File: config.mk
export PLATFORM = sky130hd
export DESIGN_NAME = mem_access_stage_flat
export DESIGN_NICKNAME = d
export VERILOG_FILES = /design/src/rtl/mem_access_stage_if.sv /design/src/rtl/mem_access_stage.sv /design/src/flat_wrapper.sv
export SDC_FILE = /design/constraint.sdc
export NUM_CORES = 1
export LEC_CHECK = 0
export ABC_AREA = 1
export CAP_MARGIN = 10
export CORE_UTILIZATION = 46
export DETAILED_ROUTE_END_ITERATION = 12
export PLACE_DENSITY = 0.76
export SYNTH_ARGS = -nofsm -noshare
export SYNTH_HDL_FRONTEND = slang
export SYNTH_SLANG_ARGS = --single-unit
File: constraint.sdc
create_clock -name clk -period 4.14 [get_ports clk]
set_clock_uncertainty 0.15 [all_clocks]
set_input_delay 0.621 -clock clk [delete_from_list [all_inputs] [get_ports clk]]
set_output_delay 0.621 -clock clk [all_outputs]
set_load 0.03 [all_outputs]
File: src/rtl/mem_access_stage_if.sv
// rtl/mem_access_stage_if.sv - data-memory request/response bus between the MEM stage and the data memory
interface mem_access_stage_if;
    logic        dmem_req;
    logic        dmem_we;
    logic [31:0] dmem_addr;
    logic [31:0] dmem_wdata;
    logic [3:0]  dmem_be;
    logic        dmem_ack;
    logic [31:0] dmem_rdata;

    modport master (
        output dmem_req, dmem_we, dmem_addr, dmem_wdata, dmem_be,
        input  dmem_ack, dmem_rdata
    );

    modport slave (
        input  dmem_req, dmem_we, dmem_addr, dmem_wdata, dmem_be,
        output dmem_ack, dmem_rdata
    );
endinterface

File: src/rtl/mem_access_stage.sv
// rtl/mem_access_stage.sv - pipeline MEM stage with byte/word data-memory access; optional timeout under MEM_ACCESS_TIMEOUT_EN
module mem_access_stage (
    input  logic        clk,
    input  logic        rst_n,
    input  logic        ex_valid,
    input  logic        ex_write,
    input  logic        ex_quarter,
    input  logic        ex_mem_read,
    input  logic        ex_mem_write,
    input  logic [31:0] ex_addr,
    input  logic [31:0] ex_wdata,
    input  logic [4:0]  ex_rd,
    input  logic [31:0] ex_result,
    input  logic        stall_i,
    output logic        stall_o,
    mem_access_stage_if.master mem,
    output logic        wb_valid,
    output logic        wb_write,
    output logic        wb_quarter,
    output logic [4:0]  wb_rd,
    output logic [31:0] wb_data,
    output logic        fault_o
);
    typedef enum logic [1:0] {IDLE, ACCESS, HOLD} state_t;

    state_t      state, next_state;
    logic        is_mem, accept, expire, done, timed_out;
    logic        op_we, op_quarter, op_write;
    logic [1:0]  op_lane;
    logic [3:0]  op_be;
    logic [4:0]  op_rd;
    logic [31:0] op_addr, op_wdata, op_result;
    logic [31:0] load_data, res_data;
    logic        res_write;
    logic        hold_write;
    logic [31:0] hold_data;

    assign is_mem = ex_mem_read | ex_mem_write;
    assign accept = (state == IDLE) & ex_valid & ~stall_i;

`ifdef MEM_ACCESS_TIMEOUT_EN
    logic [3:0] cnt;
    logic       fault_q;
    // cnt == 15 means this is the 16th ACCESS cycle without an ack
    assign expire  = (state == ACCESS) & (cnt == 4'hF);
    assign fault_o = fault_q;
`else
    assign expire  = 1'b0;
    assign fault_o = 1'b0;
`endif

    // an ack in the expiry cycle wins: normal completion, no fault
    assign done      = mem.dmem_ack | expire;
    assign timed_out = expire & ~mem.dmem_ack;

    assign mem.dmem_req   = (state == ACCESS);
    assign mem.dmem_we    = op_we;
    assign mem.dmem_addr  = op_addr;
    assign mem.dmem_wdata = op_wdata;
    assign mem.dmem_be    = op_be;

    assign stall_o = (state != IDLE) | stall_i;

    // select the addressed byte lane of the returned word for byte loads
    always_comb begin
        load_data = mem.dmem_rdata;
        if (op_quarter) begin
            case (op_lane)
                2'd0:    load_data = {24'd0, mem.dmem_rdata[7:0]};
                2'd1:    load_data = {24'd0, mem.dmem_rdata[15:8]};
                2'd2:    load_data = {24'd0, mem.dmem_rdata[23:16]};
                default: load_data = {24'd0, mem.dmem_rdata[31:24]};
            endcase
        end
    end

    // stores and timed-out accesses return the ALU result; a timeout suppresses writeback
    assign res_data  = (op_we | timed_out) ? op_result : load_data;
    assign res_write = op_write & ~timed_out;

    // state register
    always_ff @(posedge clk) begin
        if (!rst_n) state <= IDLE;
        else        state <= next_state;
    end

    // next-state logic
    always_comb begin
        next_state = state;
        case (state)
            IDLE:    if (accept && is_mem) next_state = ACCESS;
            ACCESS:  if (done) next_state = stall_i ? HOLD : IDLE;
            HOLD:    if (!stall_i) next_state = IDLE;
            default: next_state = IDLE;
        endcase
    end

    // capture the memory op on acceptance; bus fields stay constant for the whole access
    always_ff @(posedge clk) begin
        if (accept) begin
            op_we      <= ex_mem_write;
            op_quarter <= ex_quarter;
            op_write   <= ex_write;
            op_lane    <= ex_addr[1:0];
            op_rd      <= ex_rd;
            op_result  <= ex_result;
            op_addr    <= {ex_addr[31:2], 2'b00};
            op_be      <= ex_quarter ? (4'b0001 << ex_addr[1:0]) : 4'hF;
            op_wdata   <= ex_quarter ? {4{ex_wdata[7:0]}} : ex_wdata;
        end
    end

    // MEM/WB output register and HOLD buffer; everything freezes while downstream stalls
    always_ff @(posedge clk) begin
        if (!rst_n) begin
            wb_valid   <= 1'b0;
            wb_write   <= 1'b0;
            wb_quarter <= 1'b0;
            wb_rd      <= 5'd0;
            wb_data    <= 32'd0;
            hold_write <= 1'b0;
            hold_data  <= 32'd0;
        end else begin
            case (state)
                IDLE: begin
                    if (accept) begin
                        wb_valid <= ~is_mem;
                        if (!is_mem) begin
                            wb_write   <= ex_write;
                            wb_quarter <= ex_quarter;
                            wb_rd      <= ex_rd;
                            wb_data    <= ex_result;
                        end
                    end else if (!stall_i) begin
                        wb_valid <= 1'b0;
                    end
                end
                ACCESS: begin
                    if (done && stall_i) begin
                        hold_write <= res_write;
                        hold_data  <= res_data;
                    end else if (done) begin
                        wb_valid   <= 1'b1;
                        wb_write   <= res_write;
                        wb_quarter <= op_quarter;
                        wb_rd      <= op_rd;
                        wb_data    <= res_data;
                    end else if (!stall_i) begin
                        wb_valid <= 1'b0;
                    end
                end
                HOLD: begin
                    if (!stall_i) begin
                        wb_valid   <= 1'b1;
                        wb_write   <= hold_write;
                        wb_quarter <= op_quarter;
                        wb_rd      <= op_rd;
                        wb_data    <= hold_data;
                    end
                end
                default: wb_valid <= 1'b0;
            endcase
        end
    end

`ifdef MEM_ACCESS_TIMEOUT_EN
    // count ACCESS cycles and raise a one-cycle fault when the count expires without an ack
    always_ff @(posedge clk) begin
        if (!rst_n) begin
            cnt     <= 4'd0;
            fault_q <= 1'b0;
        end else begin
            cnt     <= ((state == ACCESS) && !done) ? cnt + 4'd1 : 4'd0;
            fault_q <= timed_out;
        end
    end
`endif
endmodule

File: src/flat_wrapper.sv
// flat-port wrapper written by rule: the top's interface ports become plain ports
module mem_access_stage_flat 
  (clk, rst_n, ex_valid, ex_write, ex_quarter, ex_mem_read, ex_mem_write, ex_addr, ex_wdata, ex_rd, ex_result, stall_i, stall_o, wb_valid, wb_write, wb_quarter, wb_rd, wb_data, fault_o, mem_dmem_req, mem_dmem_we, mem_dmem_addr, mem_dmem_wdata, mem_dmem_be, mem_dmem_ack, mem_dmem_rdata);
  mem_access_stage_if mem_i ();
  input  logic clk;
  input  logic rst_n;
  input  logic ex_valid;
  input  logic ex_write;
  input  logic ex_quarter;
  input  logic ex_mem_read;
  input  logic ex_mem_write;
  input  logic [31:0] ex_addr;
  input  logic [31:0] ex_wdata;
  input  logic [4:0] ex_rd;
  input  logic [31:0] ex_result;
  input  logic stall_i;
  output logic stall_o;
  output logic wb_valid;
  output logic wb_write;
  output logic wb_quarter;
  output logic [4:0] wb_rd;
  output logic [31:0] wb_data;
  output logic fault_o;
  output wire logic [$bits(mem_i.dmem_req)-1:0] mem_dmem_req;
  output wire logic [$bits(mem_i.dmem_we)-1:0] mem_dmem_we;
  output wire logic [$bits(mem_i.dmem_addr)-1:0] mem_dmem_addr;
  output wire logic [$bits(mem_i.dmem_wdata)-1:0] mem_dmem_wdata;
  output wire logic [$bits(mem_i.dmem_be)-1:0] mem_dmem_be;
  input wire logic [$bits(mem_i.dmem_ack)-1:0] mem_dmem_ack;
  input wire logic [$bits(mem_i.dmem_rdata)-1:0] mem_dmem_rdata;
  assign mem_dmem_req = mem_i.dmem_req;
  assign mem_dmem_we = mem_i.dmem_we;
  assign mem_dmem_addr = mem_i.dmem_addr;
  assign mem_dmem_wdata = mem_i.dmem_wdata;
  assign mem_dmem_be = mem_i.dmem_be;
  assign mem_i.dmem_ack = mem_dmem_ack;
  assign mem_i.dmem_rdata = mem_dmem_rdata;
  mem_access_stage u_core (.clk(clk), .rst_n(rst_n), .ex_valid(ex_valid), .ex_write(ex_write), .ex_quarter(ex_quarter), .ex_mem_read(ex_mem_read), .ex_mem_write(ex_mem_write), .ex_addr(ex_addr), .ex_wdata(ex_wdata), .ex_rd(ex_rd), .ex_result(ex_result), .stall_i(stall_i), .stall_o(stall_o), .mem(mem_i), .wb_valid(wb_valid), .wb_write(wb_write), .wb_quarter(wb_quarter), .wb_rd(wb_rd), .wb_data(wb_data), .fault_o(fault_o));
endmodule
Word-level counts from Yosys, hierarchy flattened

Index checks and enable logic that the tools add are counted.

Bits in registers: 183
Output and inout bits: 112

Equality and inequality tests: 10
Shift operators: 1
Multiplexer cells: 39
Bitwise operators: 6
Reductions and logical operators: 10

Operators by type and width:

| cell                  | count |
|---|---|
| $mux W32              | 8 |
| $pmux W32 S3          | 1 |
| $mux W5               | 5 |
| $pmux W8 S3           | 1 |
| $mux W1               | 15 |
| $pmux W5 S3           | 1 |
| $pmux W1 S3           | 3 |
| $mux W2               | 4 |
| $ne A2 B2 Y1 const B  | 4 |
| $pmux W2 S3           | 1 |
| $reduce_and A6 Y1     | 1 |
| $eq A2 B1 Y1 const B  | 2 |
| $eq A2 B2 Y1 const B  | 2 |
| $logic_not A2 Y1      | 2 |
| $ne A2 B1 Y1 const B  | 2 |
| $reduce_and A2 Y1     | 2 |
| $shl A1 B2 Y4 const A | 1 |
| $reduce_and A3 Y1     | 1 |
| $reduce_bool A3 Y1    | 1 |
| $and A1 B1 Y1         | 2 |
| $logic_and A1 B1 Y1   | 2 |
| $not A1 Y1            | 2 |
| $or A1 B1 Y1          | 2 |
| $reduce_bool A2 Y1    | 1 |

Logic depth before layout (Yosys ltp)

Gate-level depths: netlist of the first run.

Word-level depth: 7
Depth in mapped cells: 11
Depth with buffers taken out: 10

Least setup slack after synthesis of the first run

No wires, ideal clock.

Path kind: register to register
From: register u_core.state[0]
To: register u_core.state[0]
Library setup time: 0.120 ns
Data arrival time: 3.389 ns
Setup slack: 0.481 ns
Cell stages (with the launch flop): 10
Buffers on the path: 0
Clock period less this slack: 3.659 ns
Cell sequence: dfxtp_1 -> inv_1 -> ha_1 -> nand3_1 -> inv_1 -> nand2_1 -> nand2_1 -> nand2_1 -> o21ai_0 -> a21oi_1

Word-level cells in the longest chain between the ends: 6
Elaborated cells between the ends (all ways): 11
Classes of those cells: eq/ne (5); mux (1); bitwise (2); reduce/logical (3)

Ends and longest elaborated chain:

| what                               | RTL line               | RTL |
|---|---|---|
| start: declaration                 | mem_access_stage.sv:26 | `state_t state, next_state;` |
| start signal: assignment           | mem_access_stage.sv:84 | `else state <= next_state;` |
| $logic_not A2 Y1                   | mem_access_stage.sv:39 | `assign accept = (state == IDLE) & ex_valid & ~stall_i;` |
| $and A1 B1 Y1 (2 in series)        | mem_access_stage.sv:39 |  |
| via u_core.accept                  | mem_access_stage.sv:27 | `logic is_mem, accept, expire, done, timed_out;` |
| $logic_and A1 B1 Y1                | mem_access_stage.sv:91 | `IDLE: if (accept && is_mem) next_state = ACCESS;` |
| $ne A2 B2 Y1 (no source line)      | --                     |  |
| $reduce_and A3 Y1 (no source line) | --                     |  |

The timed path passes the listed nets, and every way through them passes these cells.
A chain may end at the register's enable or synchronous reset.

Worst setup path in the final report of the first run

From: register u_core.state[1]
To: output port mem_dmem_req

Word-level cells in the longest chain between the ends: 1

Ends and longest elaborated chain:

| what             | RTL line               | RTL |
|---|---|---|
| $eq A2 B1 Y1     | mem_access_stage.sv:56 | `assign mem.dmem_req = (state == ACCESS);` |
| end: declaration | flat_wrapper.sv:24     | `output wire logic [$bits(mem_i.dmem_req)-1:0] mem_dmem_req;` |

No other way between the ends.

==> results of run 1 <==
-- critical path, stage by stage (launching register included) --
cell	delay (ps)
dfxtp_1	330
inv_1	120
ha_1	220
buf_4	410
clkdlybuf4s50_1	760
-- cells by family after synthesis --
kind of cell | after synthesis | synth area share [%]
buffers and inverters | 87 | 5.05
other | 1 | 0.0487
AND/OR/NAND/NOR | 336 | 17.4
flip-flops | 183 | 61.6
multiplexers | 1 | 0.130
adder cells (fa/ha/maj) | 5 | 0.813
AO/OA/AOI/OAI | 220 | 14.9
-- area by class of cell --
class                           count  area (sq um)  share of cell area (%)
Sequential cell                   183          4740                    43.6
Timing Repair Buffer              262          2600                    23.9
Multi-Input combinational cell    565          2570                    23.6
Clock buffer                       17           425                    3.91
Tap cell                          216           270                    2.48
Clock inverter                     15           143                    1.31
Inverter                           36           138                    1.26
-- metal layers --
metal / wire length, um / vias to the layer above / share of wire [%]
met4: 533 / 2 / 2.5
met1: 8420 / 3038 / 39
met2: 10500 / 315 / 49
met3: 2190 / 41 / 10
met5: 11 / - / 0.051
li1: - / 3292 / -
-- flip-flops by register name, indices dropped and copies added (netlist names) --
signal and flops:
u_core.op_write 1, u_core.op_quarter 1, u_core.hold_write 1, u_core.wb_valid 1, u_core.mem.dmem_be 4, u_core.op_rd 5, u_core.mem.dmem_wdata 32, u_core.state 2
u_core.op_result 32, u_core.wb_write 1, u_core.op_lane 2, u_core.mem.dmem_we 1, u_core.wb_data 32, u_core.mem.dmem_addr 30, u_core.wb_quarter 1, u_core.wb_rd 5
u_core.hold_data 32
-- worst max path at each step --
stage / from / end / slack [ps]
final: u_core.state[1]$_SDFFE_PN0P_ / mem_dmem_req / 1050
after global routing: u_core.state[1]$_SDFFE_PN0P_ / mem_dmem_req / 980
after CTS: u_core.state[1]$_SDFFE_PN0P_ / mem_dmem_req / 1070
after detailed placement: stall_i / u_core.hold_data[25]$_SDFFE_PN0P_ / 990
after global placement: stall_i / u_core.hold_data[18]$_SDFFE_PN0P_ / 1100
after floorplan: u_core.state[0]$_SDFFE_PN0P_ / u_core.state[0]$_SDFFE_PN0P_ / 480
-- power breakdown --
group / leakage, nW / switching (mW) / internal [mW]
clock: 0.278 / 0.739 / 0.843
combinational: 2.45 / 1.96 / 1.10
sequential: 1.61 / 0.163 / 2.34
total: 4.34 / 2.86 / 4.28
-- through the flow --
stage	power, mW	utilization [%]	worst slack [ps]	hold slack, ps	instances
6_report	7.14	67.6	1050	307	1294
5_1_grt	7.56	67.6	976	351	1294
4_1_cts	7.18	67.6	1070	311	1294
3_5_place_dp	5.59	64.1	987	301	1262
3_3_place_gp	5.56	64.1	1100	292	1262
2_1_floorplan	4.56	-	481	275	835
-- synthesized netlist by cell type (all sizes together) --
master	number	area, sq um
nor2	39	170
inv	34	128
buf	22	144
nand3	25	130
dfxtp	75	1500
a21oi	85	425
o211ai	1	7.51
nand2	264	991
mux2i	1	10.0
or2	8	50.1
o21bai	1	7.51
a22oi	1	7.51
clkinv	2	7.51
o21ai	106	534
edfxtp	108	3240
a31oi	24	150
o21a	1	7.51
conb	1	3.75
a211oi	1	7.51
ha	5	62.6
clkbuf	29	110
==> results.sh, run 1 <==
export IMPL_use_met3_pct=9.49
export IMPL_start_util_pct=47.8
export IMPL_final_common_cell="nand2_1"
export IMPL_drt_total_wl_um=21700
export IMPL_start_kind="flop"
export IMPL_cts_resized=0
export IMPL_ir_worst_vdd_v=0.000418
export IMPL_synth_seq_cells=183
export IMPL_dr_pass1_iters=5
export IMPL_areaGrowthSynthToFinish_pct=41.5
export IMPL_syn_avg_cell_area_sq_um=9.24
export IMPL_r2r_slack_ps=1410
export IMPL_hpwl_um=15100
export IMPL_min_from="u_core.hold_write$_SDFFE_PN0P_"
export IMPL_met2_usage_pct=42.6
export IMPL_clock_sinks=183
export IMPL_antenna_found_initial=1
export IMPL_place_area_sq_um=10300
export IMPL_die_w_um=131
export IMPL_wl_per_cell_um=16.8
export IMPL_grt_use_total_pct=25.5
export IMPL_layout_drive_gt1_share_pct=5.38
export IMPL_gr_total_overflow=0
export IMPL_end_kind="primary output"
export IMPL_postCtsSetupBuffers=0
export IMPL_p_leak_nw=4.34
export IMPL_die_height_um=131
export IMPL_setup_viol=0
export IMPL_diodes=0
export IMPL_ys_seq_area_share_pct=61.6
export IMPL_grt_pass1_vias=6317
export IMPL_finalSetupTns_ps=0
export IMPL_syn_inst=833
export IMPL_placementRows=46
export IMPL_hold_path_class="reg2reg"
export IMPL_max_cap_violations=0
export IMPL_cts_hold_buffers_added=0
export IMPL_gp_congestion=0.822
export IMPL_fillCellCount=1275
export IMPL_cts_buffers=17
export IMPL_io_buffers=250
export IMPL_vias=6688
export IMPL_antenna_left=0
export IMPL_cp_data_required_time_ps=3370
export IMPL_min_period_ps=3090
export IMPL_pwr_density_cell_nw_per_um2=656
export IMPL_clock_tree_root_cell="clkbuf_16"
export IMPL_tightest_slew_ps=1100
export IMPL_busiest_layer="met2"
export IMPL_clock_latency_ps=440
export IMPL_reg2reg_depth=11
export IMPL_fmax_mhz=324
export IMPL_use_met1_pct=29.7
export IMPL_whs_path_depth=2
export IMPL_clockBufferDepth=2
export IMPL_status="complete, no violations"
export IMPL_drt_iter0_markers=408
export IMPL_dieArea_sq_um=17300
export IMPL_r2r_end="u_core.wb_data[26]$_SDFFE_PN0P_"
export IMPL_coreArea_sq_um=16100
export IMPL_nNetsFinal=1212
export IMPL_hold_viol=0
export IMPL_critPathKind="reg2out"
export IMPL_clk_pin_slew_ps=70
export IMPL_r2r_start="u_core.state[0]$_SDFFE_PN0P_"
export IMPL_io_pins=254
export IMPL_rsz0062_at_grt="no"
export IMPL_fin_crit_sh_pct=74.6
export IMPL_grt_pass1_wl_um=33700
export IMPL_drc_errors=0
export IMPL_h_tree_depth=4
export IMPL_finalMaxSlewViolations=0
export IMPL_ys_warn_count=0
export IMPL_crit_fanout=36
export IMPL_synthDistinctLibCells=30
export IMPL_arrival_ps=2320
export IMPL_slew_headroom_pct=26.8
export IMPL_via_per_inst=5.17
export IMPL_final_area_sq_um=10900
export IMPL_mostFrequentLayoutCells="264 x nand2_1, 249 x clkdlybuf4s50_1, 108 x edfxtp_1, 85 x a21oi_1, 75 x dfxtp_1"
export IMPL_cts_tree="built"
export IMPL_grt_start_max_net_pins=66
export IMPL_holdPathEnd="u_core.hold_write$_SDFFE_PN0P_"
export IMPL_syn_area_sq_um=7700
No activity file was read; power rests on OpenSTA's default activity.
==> inputs of run 2 (changes only) <==
==> constraint.sdc (replaced) <==
create_clock -name clk -period 2.99 [get_ports clk]
set_clock_uncertainty 0.15 [all_clocks]
set_input_delay 0.4485 -clock clk [delete_from_list [all_inputs] [get_ports clk]]
set_output_delay 0.4485 -clock clk [all_outputs]
set_load 0.03 [all_outputs]
==> results.sh, run 2 (same netlist as run 1, synthesis figures left out) <==
export IMPL_holdPathEnd="u_core.hold_write$_SDFFE_PN0P_"
export IMPL_finalMaxSlewViolations=0
export IMPL_clock_sinks=183
export IMPL_hold_viol=0
export IMPL_dpl_cell_count=1268
export IMPL_arrival_ps=1950
export IMPL_fmax_mhz=393
export IMPL_max_cap_violations=0
export IMPL_place_ws_ps=421
export IMPL_die_w_um=131
export IMPL_drt_total_wl_um=22000
export IMPL_h_tree_depth=4
export IMPL_p_leak_nw=4.39
export IMPL_status="complete, no violations"
export IMPL_layout_drive_gt1_share_pct=6.18
export IMPL_clockBufferDepth=2
export IMPL_tightest_slew_ps=774
export IMPL_coreArea_sq_um=16100
export IMPL_whs_path_depth=2
export IMPL_vias=6718
export IMPL_start_util_pct=47.8
export IMPL_areaGrowthSynthToFinish_pct=42.9
export IMPL_gr_total_overflow=0
export IMPL_drc_errors=0
export IMPL_reg2reg_depth=9
export IMPL_fin_util_pct=68.3
export IMPL_antenna_found_initial=0
export IMPL_dieArea_sq_um=17300
export IMPL_dr_pass1_iters=5
export IMPL_hold_path_class="reg2reg"
export IMPL_final_common_cell="nand2_1"
export IMPL_hold_slack_ps=300
export IMPL_cts_tree="built"
export IMPL_clk_pin_slew_ps=70
export IMPL_cp_data_required_time_ps=2390
export IMPL_pwr_density_cell_nw_per_um2=910
export IMPL_io_buffers=250
export IMPL_mostFrequentLayoutCells="264 x nand2_1, 249 x clkdlybuf4s50_1, 108 x edfxtp_1, 85 x a21oi_1, 75 x dfxtp_1"
export IMPL_finalSetupTns_ps=0
export IMPL_clock_tree_root_cell="clkbuf_16"
export IMPL_min_from="u_core.hold_write$_SDFFE_PN0P_"
export IMPL_critPathKind="reg2out"
export IMPL_cts_hold_buffers_added=0
export IMPL_via_per_inst=5.17
export IMPL_io_pins=254
export IMPL_r2r_slack_ps=760
export IMPL_cts_buffers=17
export IMPL_crit_fanout=6
export IMPL_wl_per_cell_um=16.9
export IMPL_drt_iter0_markers=529
export IMPL_setup_viol=0
export IMPL_worst_slack_ps=444
export IMPL_fin_crit_sh_pct=85.2
export IMPL_r2r_end="u_core.state[1]$_SDFFE_PN0P_"
export IMPL_grt_use_total_pct=25.7
export IMPL_start_kind="flop"
export IMPL_antenna_left=0
export IMPL_rsz0062_at_grt="no"
export IMPL_die_height_um=131
export IMPL_grt_start_max_net_pins=75
export IMPL_cts_resized=0
export IMPL_ir_worst_vdd_v=0.000770
export IMPL_r2r_start="u_core.state[0]$_SDFFE_PN0P_"
export IMPL_instances_no_fill=1300
export IMPL_clock_latency_ps=440
export IMPL_grt_pass1_vias=6519
export IMPL_hpwl_um=15400
export IMPL_min_period_ps=2550
export IMPL_grt_pass1_wl_um=34300
export IMPL_postCtsSetupBuffers=0
export IMPL_slew_headroom_pct=48.4
export IMPL_diodes=0
export IMPL_gp_congestion=0.838
export IMPL_end_kind="primary output"
export IMPL_placementRows=46
export IMPL_nNetsFinal=1218
==> run 2: cell count changes in the layout (fill, tap and decap cells not counted), sizes merged <==
cell      previous run  this run
bufinv               1         0
clkinvlp             1         2
buf                 13        19
inv                 41        43
clkinv               8         6
==> run 2: per-layer routing <==
metal | global-route usage, % | wire (um) | vias up
met5 | 0 | 0 | -
met4 | 9.69 | 465 | 0
met3 | 8.10 | 2130 | 32
met2 | 43.3 | 10700 | 321
met1 | 30.7 | 8690 | 3065
li1 | - | - | 3300
==> run 2: how the worst max path moves through the flow <==
stage,start,to
after floorplan,u_core.state[0]$_SDFFE_PN0P_,u_core.state[1]$_SDFFE_PN0P_
after global placement,stall_i,u_core.state[1]$_SDFFE_PN0P_
after detailed placement,stall_i,u_core.state[1]$_SDFFE_PN0P_
after CTS,u_core.state[0]$_SDFFE_PN0P_,stall_o
after global routing,u_core.state[0]$_SDFFE_PN0P_,stall_o
final,u_core.state[0]$_SDFFE_PN0P_,stall_o
==> run 2: worst max-delay path: stages, from the launching register on <==
cell and delay [ps]:
dfxtp_1 360, inv_1 100, ha_1 300, nand2_1 100, clkdlybuf4s50_1 660
==> run 2: power breakdown <==
part	switching, mW	internal, mW
Combinational	2.74	1.60
Sequential	0.232	3.23
Clock	1.09	1.12
==> run 2: area by class of cell <==
| class | instances | area, sq um |
|---|---|---|
| clock buffer | 17 | 425 |
| clock inverter | 15 | 151 |
| fill | 1258 | 5110 |
| inverter | 36 | 139 |
| multi-input combinational | 565 | 2580 |
| sequential | 183 | 4740 |
| tap | 216 | 270 |
| timing repair buffer | 268 | 2700 |
==> run 2: stage by stage <==
step | power (mW) | instance area [sq um]
2_1_floorplan | 6.31 | 7710
6_report | 10.0 | 11000
3_5_place_dp | 7.84 | 10400
3_3_place_gp | 7.77 | 10400
4_1_cts | 10.1 | 11000
5_1_grt | 10.6 | 11000
